===== config.mk =====
export PLATFORM = sky130hd
export DESIGN_NAME = i2s_rx
export DESIGN_NICKNAME = d
export VERILOG_FILES = /design/src/rtl/pdm_pkg.sv /design/src/rtl/i2s_rx_sync_edge.sv /design/src/rtl/i2s_rx.sv
export SDC_FILE = /design/constraint.sdc
export NUM_CORES = 1
export LEC_CHECK = 0
export ABC_CLOCK_PERIOD_IN_PS = 1600
export CORE_MARGIN = 1.5
export CORE_UTILIZATION = 45
export DETAILED_ROUTE_END_ITERATION = 6
export PLACE_DENSITY = 0.7
export SETUP_SLACK_MARGIN = 0.05
export SLEW_MARGIN = 10
export SYNTH_ARGS = -nofsm -noshare
export SYNTH_HDL_FRONTEND = slang
export SYNTH_HIERARCHICAL = 1
export SYNTH_SLANG_ARGS = --single-unit

===== constraint.sdc =====
create_clock -name clk -period 1.6 [get_ports clk]
set_input_delay 0.32 -clock clk [delete_from_list [all_inputs] [get_ports clk]]
set_output_delay 0.32 -clock clk [all_outputs]
set_load 0.005 [all_outputs]

===== src/rtl/pdm_pkg.sv =====
// Shared definitions for the I2S receiver front end feeding audio_dsm.
//   DW_DEF      : default output word width
//   i2s_state_t : receiver frame-tracking state
//   OB_MSB_MASK : offset-binary MSB flip mask for the default width
package pdm_pkg;

    localparam int DW_DEF = 32;

    typedef enum logic [1:0] {
        IDLE  = 2'd0,
        LEFT  = 2'd1,
        RIGHT = 2'd2
    } i2s_state_t;

    localparam logic [DW_DEF-1:0] OB_MSB_MASK = {1'b1, {(DW_DEF-1){1'b0}}};

    // Flip mask for an arbitrary width: MSB set only for offset-binary output.
    function automatic logic [63:0] ob_mask64(input logic signed_data, input int dw);
        logic [63:0] m;
        m = '0;
        if (!signed_data) m[dw-1] = 1'b1;
        return m;
    endfunction

endpackage


===== src/rtl/i2s_rx_sync_edge.sv =====
// sync_edge: N-stage synchroniser with a rising-edge detector on one signal,
// plus plain N-stage synchronisers (same depth, so all outputs stay aligned)
// for W companion signals.
//   clk, rstn  : system clock, async active-low reset
//   edge_in    : signal to synchronise and edge-detect (bck)
//   plain_in   : signals to synchronise only (lrck, sdi)
//   rise       : one-clk pulse on synchronised 0->1 of edge_in
//   plain_out  : synchronised plain_in
module sync_edge #(
    parameter int N = 2,
    parameter int W = 2
) (
    input  logic         clk,
    input  logic         rstn,
    input  logic         edge_in,
    input  logic [W-1:0] plain_in,
    output logic         rise,
    output logic [W-1:0] plain_out
);

    logic [N-1:0]        e_sr;
    logic                e_d;
    logic [N-1:0][W-1:0] p_sr;

    always_ff @(posedge clk or negedge rstn) begin
        if (!rstn) begin
            e_sr <= '0;
            e_d  <= 1'b0;
            p_sr <= '0;
        end else begin
            e_sr[0] <= edge_in;
            p_sr[0] <= plain_in;
            for (int i = 1; i < N; i++) begin
                e_sr[i] <= e_sr[i-1];
                p_sr[i] <= p_sr[i-1];
            end
            e_d <= e_sr[N-1];
        end
    end

    assign rise      = e_sr[N-1] & ~e_d;
    assign plain_out = p_sr[N-1];

endmodule


===== src/rtl/i2s_rx.sv =====
// i2s_rx: I2S slave receiver. Oversamples bck/lrck/sdi on clk, assembles
// MSB-first words and emits one left/right pair per lrck frame.
//   clk, rstn       : system clock (>= 4x bck), async active-low reset
//   enable          : receive enable, low forces IDLE
//   signed_data     : 1 = two's complement out, 0 = offset binary (MSB flipped)
//   bck, lrck, sdi  : I2S pins, asynchronous to clk
//   lj              : (only with I2S_RX_LJ_EN) 1 = left-justified, 0 = I2S
//   dout_l, dout_r  : output samples
//   valid           : one-clk pulse when dout_l/dout_r update
// Optional macro I2S_RX_LJ_EN adds the lj port and left-justified support.
module i2s_rx
    import pdm_pkg::*;
#(
    parameter int DW          = DW_DEF,
    parameter int SYNC_STAGES = 2
) (
    input  logic          clk,
    input  logic          rstn,
    input  logic          enable,
    input  logic          signed_data,
    input  logic          bck,
    input  logic          lrck,
    input  logic          sdi,
`ifdef I2S_RX_LJ_EN
    input  logic          lj,
`endif
    output logic [DW-1:0] dout_l,
    output logic [DW-1:0] dout_r,
    output logic          valid
);

    localparam int CW = $clog2(DW + 1);

    logic          be;
    logic          lrck_s, sdi_s;
    logic          lr_prev;
    logic          boundary;
    logic          lj_mode;
    i2s_state_t    state;
    logic [DW-1:0] sh, sh_app, closed, hold_l, raw_l, raw_r;
    logic [CW-1:0] cnt, cnt_app;
    logic [DW-1:0] ob_mask;

    sync_edge #(.N(SYNC_STAGES), .W(2)) u_sync (
        .clk       (clk),
        .rstn      (rstn),
        .edge_in   (bck),
        .plain_in  ({lrck, sdi}),
        .rise      (be),
        .plain_out ({lrck_s, sdi_s})
    );

`ifdef I2S_RX_LJ_EN
    assign lj_mode = lj;
`else
    assign lj_mode = 1'b0;
`endif

    // Current bit appended to the word under assembly; bits past DW are dropped.
    always_comb begin
        sh_app  = sh;
        cnt_app = cnt;
        if (cnt < CW'(DW)) begin
            for (int i = 0; i < DW; i++)
                if (int'(cnt) == DW - 1 - i) sh_app[i] = sdi_s;
            cnt_app = cnt + CW'(1);
        end
    end

    assign boundary = be && (lrck_s != lr_prev);
    // I2S: the boundary bit is the LSB of the closing word. LJ: it is the
    // MSB of the next word, so the closing word excludes it.
    assign closed   = lj_mode ? sh : sh_app;

    always_ff @(posedge clk or negedge rstn) begin
        if (!rstn) begin
            state   <= IDLE;
            lr_prev <= 1'b0;
            sh      <= '0;
            cnt     <= '0;
            hold_l  <= '0;
            raw_l   <= '0;
            raw_r   <= '0;
            valid   <= 1'b0;
        end else begin
            valid <= 1'b0;
            if (be) lr_prev <= lrck_s;
            if (!enable) begin
                // enable wins over a coincident boundary: no store, no valid
                state <= IDLE;
                sh    <= '0;
                cnt   <= '0;
            end else if (be) begin
                if (boundary) begin
                    if (lj_mode) begin
                        sh  <= {sdi_s, {(DW-1){1'b0}}};
                        cnt <= CW'(1);
                    end else begin
                        sh  <= '0;
                        cnt <= '0;
                    end
                    case (state)
                        IDLE:  if (!lrck_s) state <= LEFT;
                        LEFT:  if (lrck_s) begin
                                   hold_l <= closed;
                                   state  <= RIGHT;
                               end
                        RIGHT: if (!lrck_s) begin
                                   raw_l <= hold_l;
                                   raw_r <= closed;
                                   valid <= 1'b1;
                                   state <= LEFT;
                               end
                        default: state <= IDLE;
                    endcase
                end else begin
                    sh  <= sh_app;
                    cnt <= cnt_app;
                end
            end
        end
    end

    always_comb begin
        ob_mask         = '0;
        ob_mask[DW-1]   = ~signed_data;
    end

    assign dout_l = raw_l ^ ob_mask;
    assign dout_r = raw_r ^ ob_mask;

endmodule

# Word level (Yosys, flattened, before mapping)
# Index checks and enable logic that the tools add are counted.
# op_classes
order_cmp	1
mux	51
eq_ne	39
n_addsub	1
bitwise	6
n_reduce_logical	8
# ops
cell	count
two-way mux 32 bit	4
equality test 6 bit, second input constant	16
bitwise XOR 32 bit	2
equality test 6 x 5 -> 1 bit, second input constant	8
two-way mux 1 bit	37
equality test 6 x 4 -> 1 bit, second input constant	4
two-way mux 6 bit	4
equality test 6 x 3 -> 1 bit, second input constant	2
two-way mux 2 bit	5
AND reduction 5 bit	2
adder 6 x 1 -> 6 bit, second input constant	1
equality test 6 x 2 -> 1 bit, second input constant	1
logical NOT 6 bit	1
< comparator 6 bit, second input constant	1
inequality test 2 x 1 -> 1 bit, second input constant	2
case mux 2 bit (2 select lines)	1
AND reduction 4 bit	1
inequality test 3 x 1 -> 1 bit, second input constant	1
inequality test 3 x 2 -> 1 bit, second input constant	1
inequality test 3 bit, second input constant	1
NOT 1 bit	3
equality test 2 x 1 -> 1 bit, second input constant	1
equality test 2 bit, second input constant	1
logical NOT 2 bit	1
5 further kinds	5
# word_totals
wordCells	118
in_bits	7
out_inout_bits	65
reg_bits	145

# Logic depth before layout (Yosys ltp)
# Gate-level depths: netlist of the first run.
# depth
depth_word	6
mapped_depth	7
depth_no_buf	5

# Cells and area by module
# Netlist of the first run, hierarchy kept.
# modules_own_cells
module	seq_area_each_um2	cells_per_inst	n_inst	area_per_inst_um2
i2s_rx	3453.3	721	1	7300.8
sync_edge	175.2	10	1	203.9

# Least setup slack after synthesis of the first run
# Ideal clock, no wire load.
# synth_timing
path_kind	register to register
from	register cnt[1]
to	register raw_r[30]
arrival_time_ps	1504
setup_time_ps	132
path_buffers	0
required_time_ps	1468
slack_ps	-37
synth_period_minus_slack_ps	1637
path_stages_with_launch	6
cell_sequence	dfrtp_1 inv_1 ha_1 or3b_2 o21ai_0 a31oi_1
# synth_between
elab_chain_cells	3
elab_cells_between_ends	4
classes_between	order compare: 1; eq/ne: 1; mux: 2
# synth_rtl
item	line_no	rtl
start: declaration	i2s_rx.sv:41	logic [CW-1:0] cnt, cnt_app;
start signal: assignment	i2s_rx.sv:118	cnt <= cnt_app;
parallel branches: the longest is 2 deep, another holds < comparator 6 bit	-	
two-way mux 32 bit *	i2s_rx.sv:63	if (cnt < CW'(DW)) begin
end signal: assignment	i2s_rx.sv:110	raw_r <= closed;
end: declaration	i2s_rx.sv:40	logic [DW-1:0] sh, sh_app, closed, hold_l, raw_l, raw_r;
# Every way passes the cells marked *.
# A chain may end at the register's enable or synchronous reset.

# Worst setup path in the final report of the first run
# layout_timing
from	register cnt[0]
to	register hold_l[17]
# layout_between
elab_chain_cells	3
elab_cells_between_ends	4
classes_between	order compare: 1; eq/ne: 1; mux: 2
# layout_rtl
item	line_no	rtl
parallel branches: the longest is 2 deep, another holds < comparator 6 bit	-	
two-way mux 32 bit *	i2s_rx.sv:63	
end signal: assignment	i2s_rx.sv:105	hold_l <= closed;
end: declaration	i2s_rx.sv:40	
# Marked as above.

==> impl_results.html, run 1 <==
<table>
<tr><th>Metric</th><th>Value</th></tr>
<tr><th colspan="2">Finish</th></tr>
<tr><td>Signed area change from the synthesized netlist to the final layout</td><td>29.6%</td></tr>
<tr><td>Number of inserted diodes</td><td>0</td></tr>
<tr><td>Fin util</td><td>0.591</td></tr>
<tr><td>Final Net Count</td><td>~820</td></tr>
<tr><td>FILL cells</td><td>1315</td></tr>
<tr><td>Final Cell Area</td><td>between 9000 and 10000 µm²</td></tr>
<tr><td>Fraction of layout cells with a size suffix above 1</td><td>0.321</td></tr>
<tr><td>Non-filler cells in the finished layout</td><td>1043</td></tr>
<tr><th colspan="2">Timing</th></tr>
<tr><td>Slew headroom</td><td>0.716</td></tr>
<tr><td>Actual transition at the worst max-transition pin</td><td>426 ps</td></tr>
<tr><td>Setup Viol. Count Final</td><td>1</td></tr>
<tr><td>Number of hold violations in the final report</td><td>0</td></tr>
<tr><td>Final setup slack of the worst path</td><td>-10.5 ps</td></tr>
<tr><td>Worst clock skew</td><td>about 7.0 ps</td></tr>
<tr><td>Max-slew violation count</td><td>0</td></tr>
<tr><td>Final critical-path required period</td><td>~1600 ps</td></tr>
<tr><td>Setup TNS</td><td>-10.5 ps</td></tr>
<tr><td>Hold Slack</td><td>approximately 320 ps</td></tr>
<tr><td>RSZ-0062 raised after global routing</td><td>true</td></tr>
<tr><td>Achievable clock frequency</td><td>~0.62 GHz</td></tr>
<tr><td>Final critical-path share of the clock period</td><td>1.01</td></tr>
<tr><th colspan="2">Synth</th></tr>
<tr><td>Top cell type by total area after synthesis</td><td>dfrtp_1</td></tr>
<tr><td>Syn. warnings</td><td>6</td></tr>
<tr><td>Syn nets</td><td>approximately 740</td></tr>
<tr><td>EDFF count, synth</td><td>0</td></tr>
<tr><td>Post-synthesis sequential element count</td><td>145</td></tr>
<tr><td>Synth top area share</td><td>0.483</td></tr>
<tr><td>Most frequent cell after synthesis</td><td>dfrtp_1</td></tr>
<tr><td>Syn Inst Count</td><td>between 700 and 800</td></tr>
<tr><td>Number of library cell types mapped by synthesis</td><td>47</td></tr>
<tr><td>Share of synthesized area occupied by flip-flops and latches</td><td>0.483</td></tr>
<tr><td>Synthesized area per cell</td><td>slightly above 10 µm²</td></tr>
<tr><td>Post-synth top cells</td><td>145 x dfrtp_1, 71 x a21oi_1, 69 x nand2_1</td></tr>
<tr><td>Leading cell types by total area after synthesis</td><td>dfrtp_1 48%, buf_4 6.8%, mux2_4 6.2%</td></tr>
<tr><td>Post-synthesis cell area</td><td>~7500 µm²</td></tr>
<tr><td>Async set or reset register ratio after synthesis</td><td>1.00</td></tr>
<tr><td>Post-synth top flop</td><td>dfrtp_1</td></tr>
<tr><th colspan="2">Clocking</th></tr>
<tr><td>CTS sink cnt</td><td>145</td></tr>
<tr><td>Clock latency on the worst-skew pair</td><td>around 440 ps</td></tr>
<tr><td>Clock tree buffer depth</td><td>2</td></tr>
<tr><td>Clock slew at the register clock pins of the worst setup and hold paths</td><td>around 60 ps</td></tr>
<tr><td>CTS Buf Count</td><td>17</td></tr>
<tr><td>H-tree levels</td><td>4</td></tr>
<tr><td>Cell at the root of the clock tree</td><td>clkbuf_16</td></tr>
<tr><td>CTS tree</td><td>yes</td></tr>
<tr><th colspan="2">Drt</th></tr>
<tr><td>Residual DRC count</td><td>1</td></tr>
<tr><td>Wirelength per Cell</td><td>a little over 20 µm</td></tr>
<tr><td>Vias per Instance</td><td>roughly 6.0</td></tr>
<tr><td>Post-route ant nets</td><td>0</td></tr>
<tr><td>Routed WL</td><td>between 20000 and 25000 µm</td></tr>
<tr><td>Total via count in the routed design</td><td>~6300</td></tr>
<tr><td>Number of detailed-routing iterations run before antenna repair</td><td>7</td></tr>
<tr><td>DR iter-0 viols</td><td>667</td></tr>
<tr><th colspan="2">Pwr</th></tr>
<tr><td>Power density of the placed cells</td><td>913 nW/µm²</td></tr>
<tr><td>Total power of the final layout</td><td>slightly below 9 mW</td></tr>
<tr><td>Worst IR drop on VDD</td><td>774 µV</td></tr>
<tr><td>Static leakage power</td><td>between 4 and 5 nW</td></tr>
<tr><th colspan="2">Run</th></tr>
<tr><td>Max-cap check violation count</td><td>0</td></tr>
<tr><th colspan="2">Critical path</th></tr>
<tr><td>Number of buffers and inverters on the critical path</td><td>2</td></tr>
<tr><td>Worst setup path start</td><td>cnt[0]$_DFFE_PN0P_</td></tr>
<tr><td>Arrival @ worst endpoint</td><td>roughly 1900 ps</td></tr>
<tr><td>Slowest stage cell, crit path</td><td>or3b_4</td></tr>
<tr><td>Peak fanout along the critical path</td><td>8</td></tr>
<tr><td>RR Startpoint</td><td>cnt[0]$_DFFE_PN0P_</td></tr>
<tr><td>Setup slack of the worst register-to-register path</td><td>-10 ps</td></tr>
<tr><td>CP Data Required Time</td><td>1910 ps</td></tr>
<tr><td>Class of the most critical setup path</td><td>reg2reg</td></tr>
<tr><td>Crit. End Element</td><td>flip-flop</td></tr>
<tr><td>Critical Path, Cell by Cell</td><td>inv_2 &gt; ha_4 &gt; or3b_4 &gt; o21ai_2 &gt; buf_4 &gt; a31oi_1</td></tr>
<tr><td>Sort of element at the start of the critical path</td><td>flip-flop</td></tr>
<tr><td>Kind of cell adding the most delay to the critical path</td><td>simple AND/OR/NAND/NOR gates</td></tr>
<tr><td>Delay of the slowest cell on the worst path</td><td>around 470 ps</td></tr>
<tr><th colspan="2">Hold path</th></tr>
<tr><td>Start point of the worst hold path</td><td>sdi</td></tr>
<tr><td>Class of the worst hold path</td><td>in2reg</td></tr>
<tr><th colspan="2">Placed design</th></tr>
<tr><td>Post-place setup slack</td><td>-203 ps</td></tr>
<tr><td>Cell count after placement</td><td>just under 1000</td></tr>
<tr><td>Count of buffers from port buffering</td><td>71</td></tr>
<tr><td>DP HPWL</td><td>roughly 13000 µm</td></tr>
<tr><td>Routability Congestion</td><td>around 0.94</td></tr>
<tr><td>Placed Area</td><td>about 8400 µm²</td></tr>
<tr><th colspan="2">Die</th></tr>
<tr><td>Initial Utilization</td><td>0.456</td></tr>
<tr><td>Horizontal die dimension</td><td>~130 µm</td></tr>
<tr><td>Core area</td><td>roughly 16000 µm²</td></tr>
<tr><td>Die Outline Area</td><td>approximately 17000 µm²</td></tr>
<tr><td>Boundary Pins</td><td>72</td></tr>
<tr><td>Die height</td><td>132 µm</td></tr>
<tr><td>Number of standard-cell rows in the floorplan</td><td>between 40 and 50</td></tr>
<tr><th colspan="2">Global routing</th></tr>
<tr><td>Vias in the first global route</td><td>about 6200</td></tr>
<tr><td>GR Overflow Total</td><td>0</td></tr>
<tr><td>Initial antenna violation count</td><td>0</td></tr>
<tr><td>Total routing usage reported by global routing</td><td>0.245</td></tr>
<tr><td>Wire length of the first global-routing pass</td><td>33400 µm</td></tr>
<tr><td>Pin count of the biggest net entering global routing</td><td>43</td></tr>
<tr><th colspan="2">Status</th></tr>
<tr><td>Outcome</td><td>complete, but fails checks</td></tr>
<tr><td>Violations in the final reports</td><td>DRC, setup timing</td></tr>
</table>
## repair_timing
action	in CTS	in global routing
cloned	1	1
setup buffers	29	11
setup endpoints to repair	163	101
gates resized for setup	114	71
pin swaps	4	34
hold buffers	1	0
hold endpoints to repair	32	0
## final timing paths
kind                                            endpoint  depth (start not counted)
min reg2reg                u_sync/plain_out[1]$_DFF_PN0_                          0
min in group asynchronous          raw_l[27]$_DFFE_PN0P_                          2
min                             u_sync/p_sr[0]$_DFF_PN0_                          1
max reg2reg                       hold_l[17]$_DFFE_PN0P_                          6
max                               hold_l[17]$_DFFE_PN0P_                          6
max in group asynchronous            lr_prev$_DFFE_PN0P_                          3
## power by group
part	switching (mW)	internal (mW)	total [mW]	leakage, nW
registers	0.0564	3.75	3.81	1.99
logic	0.405	0.257	0.662	2.32
clock network	1.56	2.85	4.41	0.326
## layer usage
| metal | up-vias | track usage | part of all wire |
|---|---|---|---|
| met3 | 58 | 0.0504 | 0.063 |
| li1 | 2802 | - | - |
| met4 | 0 | 0.0895 | 0.026 |
| met5 | - | 0 | 0 |
| met1 | 3146 | 0.306 | 0.40 |
| met2 | 304 | 0.419 | 0.51 |
## layout by cell type (no fill, tap or decap), types with 3 or more instances in the layout
cell type and instances:
and3b_2 4, ha_4 3, and3_1 3, o21ai_0 8, bufinv_16 4, and3b_1 4
buf_6 12, nor2b_1 5, o21ai_1 11, nand3b_1 4, or3_1 3, o22ai_1 3
nand2_2 4, inv_1 3, a31oi_1 61, clkbuf_8 6, clkdlybuf4s50_1 5, clkbuf_16 18
buf_12 15, nand3_1 35, nor3b_4 3, nand2_1 65, dfrtp_2 5, nand4_1 32
o2111ai_1 21, nand4b_1 3, mux2_4 31, buf_4 88, o2111ai_2 10, o21ai_2 14
o21ai_4 3, inv_2 3, dfrtp_1 140, nor2_1 3, or3b_4 4, dlygate4sd2_1 63
nand2b_1 3, and2_1 5, a21oi_1 71
## cell families after synthesis
kind of cell	after synthesis	synth area share
AO/OA/AOI/OAI	211	0.170
AND/OR/NAND/NOR	201	0.154
flip-flops	145	0.483
buffers and inverters	135	0.116
multiplexers	32	0.0635
adder cells (fa/ha/maj)	4	0.00667
XOR/XNOR	3	0.00600
## final cells by class
type	count	area, µm²	share of cell area
Sequential cell	145	3630	0.374
Clock buffer	23	508	0.0522
Multi-Input combinational cell	451	3330	0.343
Timing Repair Buffer	190	1800	0.185
Tap cell	220	275	0.0283
Clock inverter	8	148	0.0152
Inverter	6	22.5	0.00232
## state kept, by name, indices dropped and copies added, names as in the netlist
register          cells
cnt                   6
hold_l               32
lr_prev               1
raw_l                32
raw_r                32
sh                   32
state                 2
u_sync/e_d            1
u_sync/e_sr           2
u_sync/p_sr           2
u_sync/plain_out      2
valid                 1
No activity file was read; power rests on OpenSTA's default activity.
==> run 2, diff against run 1 <==
Settings changed: SETUP_SLACK_MARGIN 0.05 to 0.02, TNS_END_PERCENT set to 5.
==> impl_results.html, run 2 (synthesis gave the netlist of run 1 again) <==
<table>
<tr><th>Metric</th><th>Value</th></tr>
<tr><th colspan="2">Clocking</th></tr>
<tr><td>CTS sink cnt</td><td>approximately 150</td></tr>
<tr><td>CTS tree</td><td>yes</td></tr>
<tr><td>Clock slew at the register clock pins of the worst setup and hold paths</td><td>roughly 60 ps</td></tr>
<tr><td>Clock latency on the worst-skew pair</td><td>around 430 ps</td></tr>
<tr><td>Clock tree buffer depth</td><td>2</td></tr>
<tr><td>CTS Buf Count</td><td>17</td></tr>
<tr><td>Cell at the root of the clock tree</td><td>clkbuf_16</td></tr>
<tr><td>H-tree levels</td><td>4</td></tr>
<tr><th colspan="2">Placed design</th></tr>
<tr><td>Post-place setup slack</td><td>-191 ps</td></tr>
<tr><td>Routability Congestion</td><td>0.881</td></tr>
<tr><td>Count of buffers from port buffering</td><td>71</td></tr>
<tr><td>Placed Area</td><td>8340 µm²</td></tr>
<tr><td>Cell count after placement</td><td>about 970</td></tr>
<tr><td>DP HPWL</td><td>between 10000 and 15000 µm</td></tr>
<tr><th colspan="2">Finish</th></tr>
<tr><td>Signed area change from the synthesized netlist to the final layout</td><td>20.5%</td></tr>
<tr><td>Fraction of layout cells with a size suffix above 1</td><td>0.243</td></tr>
<tr><td>Final Cell Area</td><td>approximately 9000 µm²</td></tr>
<tr><td>Leading cell types in the layout, fill and taps excluded</td><td>142 x dfrtp_1, 71 x a21oi_1, 67 x nand2_1</td></tr>
<tr><td>Number of inserted diodes</td><td>0</td></tr>
<tr><td>Fin util</td><td>0.549</td></tr>
<tr><td>Leading cell type in the layout, fill and taps excluded</td><td>dfrtp_1</td></tr>
<tr><td>Non-filler cells in the finished layout</td><td>1001</td></tr>
<tr><td>Total area of sequential cells</td><td>around 3600 µm²</td></tr>
<tr><td>Final Net Count</td><td>between 700 and 800</td></tr>
<tr><td>FILL cells</td><td>~1400</td></tr>
<tr><td>Area of combinational cells with multiple inputs</td><td>around 3200 µm²</td></tr>
<tr><th colspan="2">Global routing</th></tr>
<tr><td>Pin count of the biggest net entering global routing</td><td>65</td></tr>
<tr><td>Vias in the first global route</td><td>just over 6000</td></tr>
<tr><td>Wire length of the first global-routing pass</td><td>roughly 31000 µm</td></tr>
<tr><td>GR Overflow Total</td><td>0</td></tr>
<tr><td>Initial antenna violation count</td><td>0</td></tr>
<tr><td>Total routing usage reported by global routing</td><td>0.222</td></tr>
<tr><th colspan="2">Pwr</th></tr>
<tr><td>Static leakage power</td><td>about 4.3 nW</td></tr>
<tr><td>Total power of the final layout</td><td>just over 8 mW</td></tr>
<tr><td>Share of power burned in combinational logic</td><td>0.072</td></tr>
<tr><td>Power density of the placed cells</td><td>between 800 and 900 nW/µm²</td></tr>
<tr><td>Share of total power consumed by net switching</td><td>0.243</td></tr>
<tr><td>Int Pwr</td><td>approximately 6 mW</td></tr>
<tr><td>Relative contribution of the clock network to total power</td><td>0.460</td></tr>
<tr><td>Power spent charging and discharging nets</td><td>around 2.0 mW</td></tr>
<tr><td>Worst IR drop on VDD</td><td>about 740 µV</td></tr>
<tr><td>Part of the total power dissipated in sequential elements</td><td>0.469</td></tr>
<tr><th colspan="2">Die</th></tr>
<tr><td>Core area</td><td>16500 µm²</td></tr>
<tr><td>Die height</td><td>132 µm</td></tr>
<tr><td>Boundary Pins</td><td>around 70</td></tr>
<tr><td>Die Outline Area</td><td>between 15000 and 20000 µm²</td></tr>
<tr><td>Initial Utilization</td><td>0.456</td></tr>
<tr><td>Horizontal die dimension</td><td>about 130 µm</td></tr>
<tr><td>Number of standard-cell rows in the floorplan</td><td>47</td></tr>
<tr><th colspan="2">Drt</th></tr>
<tr><td>Routed WL</td><td>approximately 19000 µm</td></tr>
<tr><td>DR iter-0 viols</td><td>616</td></tr>
<tr><td>Post-route ant nets</td><td>0</td></tr>
<tr><td>Residual DRC count</td><td>0</td></tr>
<tr><td>Total via count in the routed design</td><td>between 5000 and 6000</td></tr>
<tr><td>Number of detailed-routing iterations run before antenna repair</td><td>7</td></tr>
<tr><td>Wirelength per Cell</td><td>18.9 µm</td></tr>
<tr><td>Vias per Instance</td><td>~6.0</td></tr>
<tr><th colspan="2">Timing</th></tr>
<tr><td>Actual transition at the worst max-transition pin</td><td>between 400 and 500 ps</td></tr>
<tr><td>Slew headroom</td><td>0.685</td></tr>
<tr><td>RSZ-0062 raised after global routing</td><td>true</td></tr>
<tr><td>Final critical-path share of the clock period</td><td>0.991</td></tr>
<tr><td>Max-slew violation count</td><td>0</td></tr>
<tr><td>Worst clock skew</td><td>6.36 ps</td></tr>
<tr><td>Setup Viol. Count Final</td><td>0</td></tr>
<tr><td>Achievable clock frequency</td><td>0.630 GHz</td></tr>
<tr><td>Number of hold violations in the final report</td><td>0</td></tr>
<tr><td>Final setup slack of the worst path</td><td>~14 ps</td></tr>
<tr><td>Final critical-path required period</td><td>about 1600 ps</td></tr>
<tr><th colspan="2">Critical path</th></tr>
<tr><td>Critical Path, Cell by Cell</td><td>inv_2 &gt; ha_2 &gt; or3b_4 &gt; o21ai_2 &gt; buf_4 &gt; a31oi_1</td></tr>
<tr><td>Sort of element at the start of the critical path</td><td>flip-flop</td></tr>
<tr><td>Kind of cell adding the most delay to the critical path</td><td>simple AND/OR/NAND/NOR gates</td></tr>
<tr><td>RR Startpoint</td><td>cnt[0]$_DFFE_PN0P_</td></tr>
<tr><td>Crit. End Element</td><td>flip-flop</td></tr>
<tr><td>Arrival @ worst endpoint</td><td>roughly 1900 ps</td></tr>
<tr><td>Cells on worst reg2reg path</td><td>6</td></tr>
<tr><td>Slowest stage cell, crit path</td><td>or3b_4</td></tr>
<tr><td>Setup slack of the worst register-to-register path</td><td>~14 ps</td></tr>
<tr><td>Reg-to-Reg End</td><td>hold_l[17]$_DFFE_PN0P_</td></tr>
<tr><td>Class of the most critical setup path</td><td>reg2reg</td></tr>
<tr><td>CP Data Required Time</td><td>1900 ps</td></tr>
<tr><td>Peak fanout along the critical path</td><td>8</td></tr>
<tr><td>Number of buffers and inverters on the critical path</td><td>2</td></tr>
<tr><td>Delay of the slowest cell on the worst path</td><td>~450 ps</td></tr>
<tr><th colspan="2">Hold path</th></tr>
<tr><td>Class of the worst hold path</td><td>in2reg</td></tr>
<tr><td>Cell count of the worst hold path</td><td>1</td></tr>
<tr><td>Start point of the worst hold path</td><td>bck</td></tr>
<tr><td>Hold path endpoint</td><td>u_sync/e_sr[0]$_DFF_PN0_</td></tr>
<tr><th colspan="2">Status</th></tr>
<tr><td>Outcome</td><td>completed</td></tr>
<tr><th colspan="2">Run</th></tr>
<tr><td>Max-cap check violation count</td><td>0</td></tr>
</table>
[run 2: cell count changes in the layout (fill, tap and decap cells not counted), sizes merged]
cell	before	now
buf	119	76
dlygate4sd2	63	65
bufinv	4	1
clkbuf	25	20
clkinv	3	5
clkinvlp	0	5
[run 2: what timing repair did]
item	in CTS	in global routing
buffers inserted	0	3
endpoints found under the setup margin	144	96
hold buffers	1	0
resized for setup	92	50
hold endpoints to repair	47	0
pin swaps	1	7
[run 2: per-layer routing]
metal | wire length, µm | GRT usage | vias up
met4 | 336 | 0.0889 | 0
met3 | 1100 | 0.0384 | 31
li1 | - | - | 2710
met1 | 7780 | 0.278 | 2994
met2 | 9730 | 0.383 | 247
met5 | 0 | 0 | -
[run 2: cell type report]
| class | count | share of cell area |
|---|---|---|
| Clock buffer | 20 | 0.0494 |
| Timing Repair Buffer | 147 | 0.152 |
| Tap cell | 220 | 0.0304 |
| Inverter | 6 | 0.00263 |
| Multi-Input combinational cell | 451 | 0.352 |
| Clock inverter | 12 | 0.0120 |
| Sequential cell | 145 | 0.402 |
[run 2: how the worst max path moves through the flow]
stage / cells past startpoint / startpoint / slack, ps / endpoint
after CTS: 7 / cnt[0]$_DFFE_PN0P_ / -50 / raw_r[1]$_DFFE_PN0P_
after global routing: 6 / cnt[0]$_DFFE_PN0P_ / -50 / sh[30]$_DFFE_PN0N_
after detailed placement: 6 / enable / -190 / raw_r[15]$_DFFE_PN0P_
after global placement: 3 / signed_data / -200 / dout_r[31]
after floorplan: 5 / cnt[1]$_DFFE_PN0P_ / -30 / hold_l[18]$_DFFE_PN0P_
final: 6 / cnt[0]$_DFFE_PN0P_ / 10 / hold_l[17]$_DFFE_PN0P_
[run 2: per-stage QoR]
stage | hold slack (ps) | setup TNS, ps
6_report | 329 | 0
5_1_grt | 334 | -643
4_1_cts | 320 | -154
3_5_place_dp | 300 | -16700
3_3_place_gp | 295 | -14510
2_1_floorplan | 24.4 | -143
[run 2: power by group through the flow]
| stage | logic, mW | registers, mW | clock network, mW |
|---|---|---|---|
| final | 0.583 | 3.80 | 3.73 |
| after global routing | 0.640 | 3.81 | 3.93 |
| after CTS | 0.558 | 3.80 | 3.77 |
| after detailed placement | 0.561 | 3.87 | 0 |
| after global placement | 0.537 | 3.86 | 0 |
| after floorplan | 0.304 | 3.85 | 0 |
==> run 3, diff against run 2 <==
Settings changed: HOLD_SLACK_MARGIN set to 0.03, PLACE_DENSITY 0.7 to 0.68, TNS_END_PERCENT 5 to 50.
==> impl_results.html, run 3 (synthesis gave the netlist of run 1 again) <==
<table>
<tr><th>Metric</th><th>Value</th></tr>
<tr><th colspan="2">Timing</th></tr>
<tr><td>RSZ-0062 raised after global routing</td><td>true</td></tr>
<tr><td>Final critical-path required period</td><td>~1600 ps</td></tr>
<tr><td>Number of hold violations in the final report</td><td>0</td></tr>
<tr><td>Setup Viol. Count Final</td><td>5</td></tr>
<tr><td>Hold Slack</td><td>about 300 ps</td></tr>
<tr><td>Achievable clock frequency</td><td>0.618 GHz</td></tr>
<tr><td>Max-slew violation count</td><td>0</td></tr>
<tr><td>Slew headroom</td><td>0.752</td></tr>
<tr><td>Final critical-path share of the clock period</td><td>1.01</td></tr>
<tr><td>Actual transition at the worst max-transition pin</td><td>372 ps</td></tr>
<tr><td>Worst clock skew</td><td>around 9 ps</td></tr>
<tr><td>Final setup slack of the worst path</td><td>-18.6 ps</td></tr>
<tr><th colspan="2">Critical path</th></tr>
<tr><td>Sort of element at the start of the critical path</td><td>flip-flop</td></tr>
<tr><td>Cells on worst reg2reg path</td><td>6</td></tr>
<tr><td>Critical path depth in cells</td><td>6</td></tr>
<tr><td>Crit path capture</td><td>sh[30]$_DFFE_PN0N_</td></tr>
<tr><td>Critical Path, Cell by Cell</td><td>inv_2 &gt; ha_2 &gt; or3b_4 &gt; buf_6 &gt; o2111ai_1 &gt; nand3_1</td></tr>
<tr><td>Peak fanout along the critical path</td><td>5</td></tr>
<tr><td>RR Startpoint</td><td>cnt[1]$_DFFE_PN0P_</td></tr>
<tr><td>Delay of the slowest cell on the worst path</td><td>around 420 ps</td></tr>
<tr><td>Slowest stage cell, crit path</td><td>or3b_4</td></tr>
<tr><td>Class of the most critical setup path</td><td>reg2reg</td></tr>
<tr><td>Kind of cell adding the most delay to the critical path</td><td>simple AND/OR/NAND/NOR gates</td></tr>
<tr><td>CP Data Required Time</td><td>approximately 1900 ps</td></tr>
<tr><td>Number of buffers and inverters on the critical path</td><td>2</td></tr>
<tr><td>Reg-to-Reg End</td><td>sh[30]$_DFFE_PN0N_</td></tr>
<tr><td>Worst setup path start</td><td>cnt[1]$_DFFE_PN0P_</td></tr>
<tr><td>Arrival @ worst endpoint</td><td>approximately 1900 ps</td></tr>
<tr><td>Setup slack of the worst register-to-register path</td><td>-20 ps</td></tr>
<tr><td>Crit. End Element</td><td>flip-flop</td></tr>
<tr><th colspan="2">Global routing</th></tr>
<tr><td>Initial antenna violation count</td><td>0</td></tr>
<tr><td>Vias in the first global route</td><td>~6200</td></tr>
<tr><td>GR Overflow Total</td><td>0</td></tr>
<tr><td>Pin count of the biggest net entering global routing</td><td>between 60 and 70</td></tr>
<tr><td>Total routing usage reported by global routing</td><td>0.230</td></tr>
<tr><td>Wire length of the first global-routing pass</td><td>31800 µm</td></tr>
<tr><th colspan="2">Clocking</th></tr>
<tr><td>H-tree levels</td><td>4</td></tr>
<tr><td>Clock slew at the register clock pins of the worst setup and hold paths</td><td>60 ps</td></tr>
<tr><td>CTS sink cnt</td><td>between 100 and 150</td></tr>
<tr><td>CTS tree</td><td>yes</td></tr>
<tr><td>Clock latency on the worst-skew pair</td><td>~440 ps</td></tr>
<tr><td>Clock tree buffer depth</td><td>2</td></tr>
<tr><td>Cell at the root of the clock tree</td><td>clkbuf_16</td></tr>
<tr><td>CTS Buf Count</td><td>17</td></tr>
<tr><th colspan="2">Placed design</th></tr>
<tr><td>Cell count after placement</td><td>slightly below 1000</td></tr>
<tr><td>DP HPWL</td><td>~13000 µm</td></tr>
<tr><td>Count of buffers from port buffering</td><td>between 70 and 80</td></tr>
<tr><td>Routability Congestion</td><td>0.865</td></tr>
<tr><th colspan="2">Die</th></tr>
<tr><td>Core area</td><td>approximately 16000 µm²</td></tr>
<tr><td>Boundary Pins</td><td>72</td></tr>
<tr><td>Die height</td><td>roughly 130 µm</td></tr>
<tr><td>Initial Utilization</td><td>0.456</td></tr>
<tr><td>Horizontal die dimension</td><td>around 130 µm</td></tr>
<tr><td>Number of standard-cell rows in the floorplan</td><td>47</td></tr>
<tr><td>Die Outline Area</td><td>17500 µm²</td></tr>
<tr><th colspan="2">Finish</th></tr>
<tr><td>Leading cell types in the layout, fill and taps excluded</td><td>142 x dfrtp_1, 71 x a21oi_1, 71 x buf_4</td></tr>
<tr><td>Number of inserted diodes</td><td>0</td></tr>
<tr><td>Total area of sequential cells</td><td>approximately 3600 µm²</td></tr>
<tr><td>Area of combinational cells with multiple inputs</td><td>~3200 µm²</td></tr>
<tr><td>Signed area change from the synthesized netlist to the final layout</td><td>23.8%</td></tr>
<tr><td>Final Net Count</td><td>around 800</td></tr>
<tr><td>Fraction of layout cells with a size suffix above 1</td><td>0.262</td></tr>
<tr><td>FILL cells</td><td>about 1400</td></tr>
<tr><td>Non-filler cells in the finished layout</td><td>slightly above 1000</td></tr>
<tr><td>Leading cell type in the layout, fill and taps excluded</td><td>dfrtp_1</td></tr>
<tr><th colspan="2">Drt</th></tr>
<tr><td>Residual DRC count</td><td>0</td></tr>
<tr><td>Vias per Instance</td><td>roughly 6.1</td></tr>
<tr><td>Post-route ant nets</td><td>0</td></tr>
<tr><td>Routed WL</td><td>approximately 20000 µm</td></tr>
<tr><td>Number of detailed-routing iterations run before antenna repair</td><td>5</td></tr>
<tr><td>DR iter-0 viols</td><td>a little over 600</td></tr>
<tr><td>Wirelength per Cell</td><td>~20 µm</td></tr>
<tr><td>Total via count in the routed design</td><td>around 6200</td></tr>
<tr><th colspan="2">Run</th></tr>
<tr><td>Max-cap check violation count</td><td>0</td></tr>
<tr><th colspan="2">Status</th></tr>
<tr><td>Outcome</td><td>complete, but fails checks</td></tr>
<tr><td>Violations in the final reports</td><td>setup timing</td></tr>
<tr><th colspan="2">Pwr</th></tr>
<tr><td>Worst IR drop on VDD</td><td>between 700 and 800 µV</td></tr>
<tr><td>Power density of the placed cells</td><td>934 nW/µm²</td></tr>
<tr><td>Static leakage power</td><td>4.47 nW</td></tr>
<tr><th colspan="2">Hold path</th></tr>
<tr><td>Class of the worst hold path</td><td>in2async</td></tr>
</table>
-- run 3: layer usage --
layer  vias up  wire [µm]  global-route usage
met5         -          0                   0
met4         0        685               0.115
met3        48       1250              0.0581
met2       304       9710               0.374
met1      3069       8170               0.287
li1       2751          -                   -
-- run 3: cell type report --
| cell class | count | area share |
|---|---|---|
| Sequential cell | 145 | 0.391 |
| Multi-Input combinational cell | 451 | 0.339 |
| Timing Repair Buffer | 165 | 0.170 |
| Clock buffer | 22 | 0.0511 |
| Tap cell | 220 | 0.0296 |
| Clock inverter | 10 | 0.0168 |
| Inverter | 6 | 0.00242 |
-- run 3: worst min-delay path by stage --
stage	start	endpoint	depth (start not counted)
floorplan	rstn	cnt[0]$_DFFE_PN0P_	0
global placement	rstn	raw_l[28]$_DFFE_PN0P_	1
detailed placement	rstn	raw_l[28]$_DFFE_PN0P_	1
CTS	rstn	hold_l[25]$_DFFE_PN0P_	2
global route	rstn	hold_l[25]$_DFFE_PN0P_	2
finish	rstn	raw_l[27]$_DFFE_PN0P_	2
-- run 3: through the flow --
stage / area [µm²] / setup WS [ps] / TNS, ps / utilization / power [mW]
3_3_place_gp: 8420 / -199 / -15950 / 0.511 / 4.41
3_5_place_dp: 8420 / -244 / -17760 / 0.511 / 4.44
2_1_floorplan: 7500 / -31.4 / -128 / - / 4.15
6_report: 9290 / -18.6 / -62.7 / 0.564 / 8.67
4_1_cts: 9180 / -6.44 / -10.4 / 0.557 / 8.69
5_1_grt: 9290 / -60.1 / -609 / 0.564 / 8.93
-- run 3: power by group --
| group | total, mW | internal (mW) | switching, mW | leakage [nW] |
|---|---|---|---|---|
| logic | 0.592 | 0.220 | 0.372 | 2.16 |
| registers | 3.80 | 3.75 | 0.0546 | 2.00 |
| clock network | 4.28 | 2.72 | 1.55 | 0.310 |
| total | 8.67 | 6.69 | 1.98 | 4.47 |
-- run 3: timing repair --
item	4_1_cts	5_1_grt
resized for setup	111	24
hold buffers	1	0
cloned	0	1
endpoints found under the hold margin	18	0
endpoints found under the setup margin	169	71
setup buffers	13	4
pin swaps	4	8
